`src/rtl/add_sub_4bit_if.sv`:
```
// Operand/result bundle for the 4-bit adder/subtractor core.
// The master drives operands and control; the slave returns results and flags.
interface add_sub_4bit_if;
    logic [3:0] A;
    logic [3:0] B;
    logic       sub;
    logic       flag_en;
    logic [3:0] Sum;
    logic       Ovfl;
    logic       Cout;
    logic       Zero;
    logic       Z_flag;
    logic       V_flag;
    logic       N_flag;

    modport master (
        output A, B, sub, flag_en,
        input  Sum, Ovfl, Cout, Zero, Z_flag, V_flag, N_flag
    );

    modport slave (
        input  A, B, sub, flag_en,
        output Sum, Ovfl, Cout, Zero, Z_flag, V_flag, N_flag
    );
endinterface

```
`src/rtl/add_sub_4bit.sv`:
```
// 4-bit two's-complement add/subtract with carry-lookahead and signed overflow.
// A small flag register captures Zero/Overflow/Negative when flag_en is set.
module add_sub_4bit (
    input logic          clk,
    input logic          rst,
    add_sub_4bit_if.slave bus
);
    logic [3:0] bx, g, p;
    logic [4:0] c;
    logic       z_q, v_q, n_q;
    logic       z_d, v_d, n_d;

    // Subtract is A + ~B + 1: invert B and feed sub in as carry-in.
    assign bx = bus.B ^ {4{bus.sub}};
    assign g  = bus.A & bx;
    assign p  = bus.A ^ bx;

    assign c[0] = bus.sub;
    assign c[1] = g[0] | (p[0] & c[0]);
    assign c[2] = g[1] | (p[1] & g[0]) | (p[1] & p[0] & c[0]);
    assign c[3] = g[2] | (p[2] & g[1]) | (p[2] & p[1] & g[0])
                | (p[2] & p[1] & p[0] & c[0]);
    assign c[4] = g[3] | (p[3] & g[2]) | (p[3] & p[2] & g[1])
                | (p[3] & p[2] & p[1] & g[0])
                | (p[3] & p[2] & p[1] & p[0] & c[0]);

    assign bus.Sum  = p ^ c[3:0];
    assign bus.Cout = c[4];
    assign bus.Ovfl = c[3] ^ c[4];
    assign bus.Zero = ~|bus.Sum;

    always_comb begin
        z_d = z_q;
        v_d = v_q;
        n_d = n_q;
        if (bus.flag_en) begin
            z_d = bus.Zero;
            v_d = bus.Ovfl;
            n_d = bus.Sum[3];
        end
    end

    always_ff @(posedge clk or posedge rst) begin
        if (rst) begin
            z_q <= 1'b0;
            v_q <= 1'b0;
            n_q <= 1'b0;
        end else begin
            z_q <= z_d;
            v_q <= v_d;
            n_q <= n_d;
        end
    end

    assign bus.Z_flag = z_q;
    assign bus.V_flag = v_q;
    assign bus.N_flag = n_q;
endmodule

```
`src/flat_wrapper.sv`:
```
// flat-port wrapper written by rule: the top's interface ports become plain ports
module add_sub_4bit_flat 
  (clk, rst, bus_A, bus_B, bus_sub, bus_flag_en, bus_Sum, bus_Ovfl, bus_Cout, bus_Zero, bus_Z_flag, bus_V_flag, bus_N_flag);
  add_sub_4bit_if bus_i ();
  input logic clk;
  input logic rst;
  input wire logic [$bits(bus_i.A)-1:0] bus_A;
  input wire logic [$bits(bus_i.B)-1:0] bus_B;
  input wire logic [$bits(bus_i.sub)-1:0] bus_sub;
  input wire logic [$bits(bus_i.flag_en)-1:0] bus_flag_en;
  output wire logic [$bits(bus_i.Sum)-1:0] bus_Sum;
  output wire logic [$bits(bus_i.Ovfl)-1:0] bus_Ovfl;
  output wire logic [$bits(bus_i.Cout)-1:0] bus_Cout;
  output wire logic [$bits(bus_i.Zero)-1:0] bus_Zero;
  output wire logic [$bits(bus_i.Z_flag)-1:0] bus_Z_flag;
  output wire logic [$bits(bus_i.V_flag)-1:0] bus_V_flag;
  output wire logic [$bits(bus_i.N_flag)-1:0] bus_N_flag;
  assign bus_i.A = bus_A;
  assign bus_i.B = bus_B;
  assign bus_i.sub = bus_sub;
  assign bus_i.flag_en = bus_flag_en;
  assign bus_Sum = bus_i.Sum;
  assign bus_Ovfl = bus_i.Ovfl;
  assign bus_Cout = bus_i.Cout;
  assign bus_Zero = bus_i.Zero;
  assign bus_Z_flag = bus_i.Z_flag;
  assign bus_V_flag = bus_i.V_flag;
  assign bus_N_flag = bus_i.N_flag;
  add_sub_4bit u_core (.clk(clk), .rst(rst), .bus(bus_i));
endmodule
```
`config.mk`:
```
export PLATFORM = sky130hd
export DESIGN_NAME = add_sub_4bit_flat
export DESIGN_NICKNAME = d
export VERILOG_FILES = /design/src/rtl/add_sub_4bit_if.sv /design/src/rtl/add_sub_4bit.sv /design/src/flat_wrapper.sv
export SDC_FILE = /design/constraint.sdc
export NUM_CORES = 1
export LEC_CHECK = 0
export ABC_AREA = 1
export CAP_MARGIN = 10
export CORE_AREA = 4 4 41 43
export CTS_CLUSTER_SIZE = 12
export DETAILED_ROUTE_END_ITERATION = 10
export DIE_AREA = 0 0 45 47
export GPL_ROUTABILITY_DRIVEN = 1
export PLACE_DENSITY = 0.71
export SYNTH_ARGS = -nofsm -noshare
export SYNTH_HDL_FRONTEND = slang
export SYNTH_SLANG_ARGS = --single-unit
```
`constraint.sdc`:
```
create_clock -name clk -period 2.1 [get_ports clk]
set_input_delay 0.315 -clock clk [delete_from_list [all_inputs] [get_ports clk]]
set_output_delay 0.315 -clock clk [all_outputs]
set_load 0.01 [all_outputs]
```
; ---- After elaboration in Yosys (flattened, before gate mapping)
; Cells that the tools add are included.
[totals]
output_inout_bits = 10
regBits = 3
[classes]
n_reduce_logical = 2
n_bitwise = 31
[ops]
columns = operator, n
row1 = bitwise AND 1 bit, 16
row2 = bitwise XOR 4 bit, 3
row3 = bitwise OR 1 bit, 10
row4 = bitwise AND 4 bit, 1
row5 = OR reduction 4 bit, 1
row6 = zero test 1 bit, 1
row7 = bitwise XOR 1 bit, 1

; ---- Logic depth before layout (Yosys ltp)
[depth]
word_depth = 9
depth_mapped = 11

; ---- Least setup slack after synthesis
; No wires, ideal clock.
[synth_timing]
kind = input -> output
start = input bus_sub
end = output bus_Zero
arrival_ns = 1.546
path_stages = 10
path_slack_ns = 0.239
required_ns = 1.785
path_buffers = 1
path_cell_list = buf_6 -> xor2_1 -> ha_1 -> inv_1 -> nand2_1 -> nand2_1 -> nand3b_1 -> nand2_2 -> inv_2 -> nor3_2
[synth_between]
elab_chain_len = 9
word_cells_on_any_way = 21
cone_classes = 19 x bitwise / 2 x reduce/logical
[synth_lines]
columns = item, line
row1 = "start, declared", flat_wrapper.sv:9  ; input wire logic [$bits(bus_i.sub)-1:0] bus_sub;
row2 = bitwise XOR 4 bit, add_sub_4bit.sv:14  ; assign bx = bus.B ^ {4{bus.sub}};
row3 = bitwise XOR 4 bit or bitwise AND 4 bit (tied branches), "add_sub_4bit.sv:16, add_sub_4bit.sv:15"
row4 = "bitwise AND 1 bit, on equally long branches", "add_sub_4bit.sv:21, add_sub_4bit.sv:22"
row5 = "bitwise OR 1 bit, or another cell as far along", add_sub_4bit.sv:21  ; assign c[3] = g[2] | (p[2] & g[1]) | (p[2] & p[1] & g[0])
row6 = bitwise OR 1 bit or bitwise AND 1 bit (tied branches), "add_sub_4bit.sv:21, add_sub_4bit.sv:22"
row7 = bitwise OR 1 bit, add_sub_4bit.sv:22  ; | (p[2] & p[1] & p[0] & c[0]);
row8 = bitwise XOR 4 bit *, add_sub_4bit.sv:27  ; assign bus.Sum = p ^ c[3:0];
row9 = via bus_Sum[3], flat_wrapper.sv:11  ; output wire logic [$bits(bus_i.Sum)-1:0] bus_Sum;
row10 = OR reduction 4 bit *, add_sub_4bit.sv:30  ; assign bus.Zero = ~|bus.Sum;
row11 = zero test 1 bit *, add_sub_4bit.sv:30
row12 = "end, declared", flat_wrapper.sv:14  ; output wire logic [$bits(bus_i.Zero)-1:0] bus_Zero;
; The timed path passes the listed nets; every way through them passes the cells marked *.

; ---- Worst setup path in the final report
[layout_timing]
start = input bus_sub
end = output bus_Ovfl
[layout_between]
elab_chain_len = 8
word_cells_on_any_way = 23
cone_classes = 23 x bitwise
[layout_lines]
columns = item, line
row1 = bitwise XOR 4 bit, add_sub_4bit.sv:14
row2 = bitwise XOR 4 bit or bitwise AND 4 bit (tied branches), "add_sub_4bit.sv:16, add_sub_4bit.sv:15"
row3 = "bitwise AND 1 bit, on equally long branches", "add_sub_4bit.sv:23, add_sub_4bit.sv:24, add_sub_4bit.sv:25"
row4 = "bitwise OR 1 bit, or another cell as far along (2 in series)", add_sub_4bit.sv:23  ; assign c[4] = g[3] | (p[3] & g[2]) | (p[3] & p[2] & g[1])
row5 = bitwise OR 1 bit or bitwise AND 1 bit (tied branches), "add_sub_4bit.sv:24, add_sub_4bit.sv:25"
row6 = bitwise OR 1 bit, add_sub_4bit.sv:25  ; | (p[3] & p[2] & p[1] & p[0] & c[0]);
row7 = bitwise XOR 1 bit *, add_sub_4bit.sv:29  ; assign bus.Ovfl = c[3] ^ c[4];
row8 = "end, declared", flat_wrapper.sv:12  ; output wire logic [$bits(bus_i.Ovfl)-1:0] bus_Ovfl;
; Every way passes the cells marked *; elsewhere a longest branch is shown, timed or not.

==> results.md <==
* Cell Pwr Density at 619 mW/mm2
* Core area at between 0.001 and 0.0015 mm2
* Fillers at around 110
* CTS clk-pin slew, worst paths at 0.03 ns
* Final setup fails at 0
* H-Tree Depth at 1
* Clock latency at the later pin of the worst-skew pair at 0.24 ns
* Initial cell density of the core at 34.1%
* Slew HR at between 80% and 90%
* Row count at 13
* RSZ-0062 raised after global routing: yes
* Total gr overflow at 0
* Multi-input logic area at 384 um2
* Mux contribution to synthesized area at 0%
* Finished Core Util at 67.1%
* Clock Path Buffers at 2
* Final hold viol count at 0
* Final WL at 1.40 mm
* Synth Area in Compound Gates at about 2.3%
* Design area at 873 um2
* Share of cells above drive strength 1 at 45.0%
* Post-DP HPWL at a little over 1 mm
* Kind of critical path: input port to output port
* Ys Warns at 0
* Gpl congestion at 0.711
* Area growth syn-to-layout at 96.6%
* # hold bufs at CTS at 0
* Die Y at ~47 um
* Largest net degree at the start of global routing at 7
* Residual DRC at 0
* Cell variety after synth at 19
* Yosys top cell area share at 16.9%
* CTS buffer count at 3
* Synthesized area at between 400 and 500 um2
* Worst VDD drop at around 0.24 mV
* Leak Pwr at 0.000485 uW
* Crit end category: output port
* Combinational family with the most area after synthesis: simple AND/OR/NAND/NOR gates
* First-pass GRT wire length at 2.21 mm
* Starting DRT DRC Count at 2
* Boundary Pins at 22
* Adder-Cell Fraction of Synth Area at 11.3%
* R2R depth at 2
* Commonest non-fill, non-tap cell in the layout: buf_4
* Worst Hold Class: input port to async pin
* Vias in the first global route at approximately 570
* # Max-Cap Violations at 0
* Antenna violations before repair at 0
* Status: completed
* Sequential-to-total area share from yosys stat at roughly 17%
* Synth top area cells: dfrtp_1 (17%), nand2_1 (14%), ha_1 (11%)
* Syn Nets at 85
* FF+latch count, synth at 3
* Total power at between 500 and 600 uW
* Clock sink count at 3
* Arr. time, crit path at 1.71 ns
* Die Area at 0.00212 mm2
* Vias per cell at 4.57
* WL/cell at around 11 um
* XOR/XNOR Fraction of Synth Area at between 9 and 10%
* Drt pass-1 iters at 4
* Chip Width at 45 um
* Final ANT Viol Nets at 0
* PortBufs at 21
* Area after DPL at 759 um2
* Root buf cell: clkbuf_4
* Most frequent cells in the layout: buf_4 (17), nand2_1 (15), nand2_2 (9), inv_1 (8)
* CTS tree: yes
* Fin Hold WS at ~0.25 ns
* Register area at 75.1 um2
* Critical path required time at ~1.8 ns
* Setup crit start kind: input port
* Yosys top cell by area: dfrtp_1
* Least-Margin Pin Slew at 0.220 ns
* Nets at between 100 and 150
* Antenna diode count at 0
* Crit path time final at between 2 and 2.5 ns
* Setup Skew at 0 ns
* Tcrit/Tclk final at 96.3%
* FMAX at 494 MHz
* Cells after Synth at 69
* Slew Viols, Final at 0
* Routed via count at 576
* CP Max Fanout at 5
* Post-Synth Simple-Gate Area at 47.0%
* Total track usage at around 15%
* Mean Syn Cell Area at 6.44 um2
-- area by class of cell --
cell class                      count  share of cell area (%)
Timing Repair Buffer               39                    37.0
Clock buffer                        4                    3.01
Multi-Input combinational cell     53                    44.0
Inverter                           12                    5.30
Tap cell                           15                    2.15
Sequential cell                     3                    8.60
-- critical path: stages --
cell and delay (ns):
clkbuf_4 0.16, buf_4 0.14, xor2_1 0.14, ha_1 0.34, nand2_1 0.10, clkinv_2 0.06, nand2_2 0.08, nand3_2 0.08
and2_1 0.16, buf_2 0.13
-- Yosys cell counts --
library cell	count
nand2_1	17
inv_1	9
nand3_1	8
nand2_2	7
ha_1	4
nor2_1	4
xor2_1	4
dfrtp_1	3
inv_2	2
nand4_1	2
a21oi_1	1
and2_1	1
buf_6	1
clkinv_1	1
nand3_2	1
nand3b_1	1
nor3_2	1
o21ai_1	1
xnor2_1	1
-- metal layers --
metal | vias up | global-route usage (%) | wire, um
met4 | 0 | 8.77 | 42
met3 | 5 | 1.53 | 57
li1 | 297 | - | -
met1 | 260 | 14.1 | 497
met2 | 14 | 29.7 | 802
met5 | - | 0 | 0
-- flip-flops by register name, indices dropped and copies added (netlist names) --
register,count
u_core.bus.V_flag,1
u_core.bus.Z_flag,1
u_core.bus.N_flag,1
-- stage by stage --
stage                     setup slack, ns  std cells   TNS, ns
final                              0.0774        126         0
after global routing             -0.00935        126  -0.00935
after CTS                         0.00290        126         0
after detailed placement           -0.788        117     -5.01
after global placement             -0.718        117     -4.30
after floorplan                     0.239         69         0
-- final timing paths --
| check | startpoint | slack [ns] | to |
|---|---|---|---|
| max | bus_sub | 0.08 | bus_Ovfl |
| min | rst | 0.25 | u_core.bus.N_flag |
| max reg2reg | u_core.bus.Z_flag | 1.47 | u_core.bus.Z_flag |
| min reg2reg | u_core.bus.N_flag | 0.49 | u_core.bus.N_flag |
| max in group asynchronous | rst | 1.72 | u_core.bus.V_flag |
| min in group clk | u_core.bus.N_flag | 0.49 | u_core.bus.N_flag |
-- kinds of logic after synthesis --
kind of cell             Yosys count
AO/OA/AOI/OAI                      2
adder cells (fa/ha/maj)            4
flip-flops                         3
buffers and inverters             13
XOR/XNOR                           5
AND/OR/NAND/NOR                   42
-- where the power goes --
part	leakage (uW)	internal [uW]	total [uW]	switching (uW)
sequential	0.0000377	69.4	76.5	7.11
clock	0.0000150	71.3	102	30.8
combinational	0.000432	196	362	166
-- timing repair --
| action | CTS | global route |
|---|---|---|
| buffers inserted | 5 | 0 |
| pin swaps | 13 | 4 |
| gates resized for setup | 40 | 7 |
| setup endpoints to repair | 7 | 7 |
(Power assumes the default switching activity.)
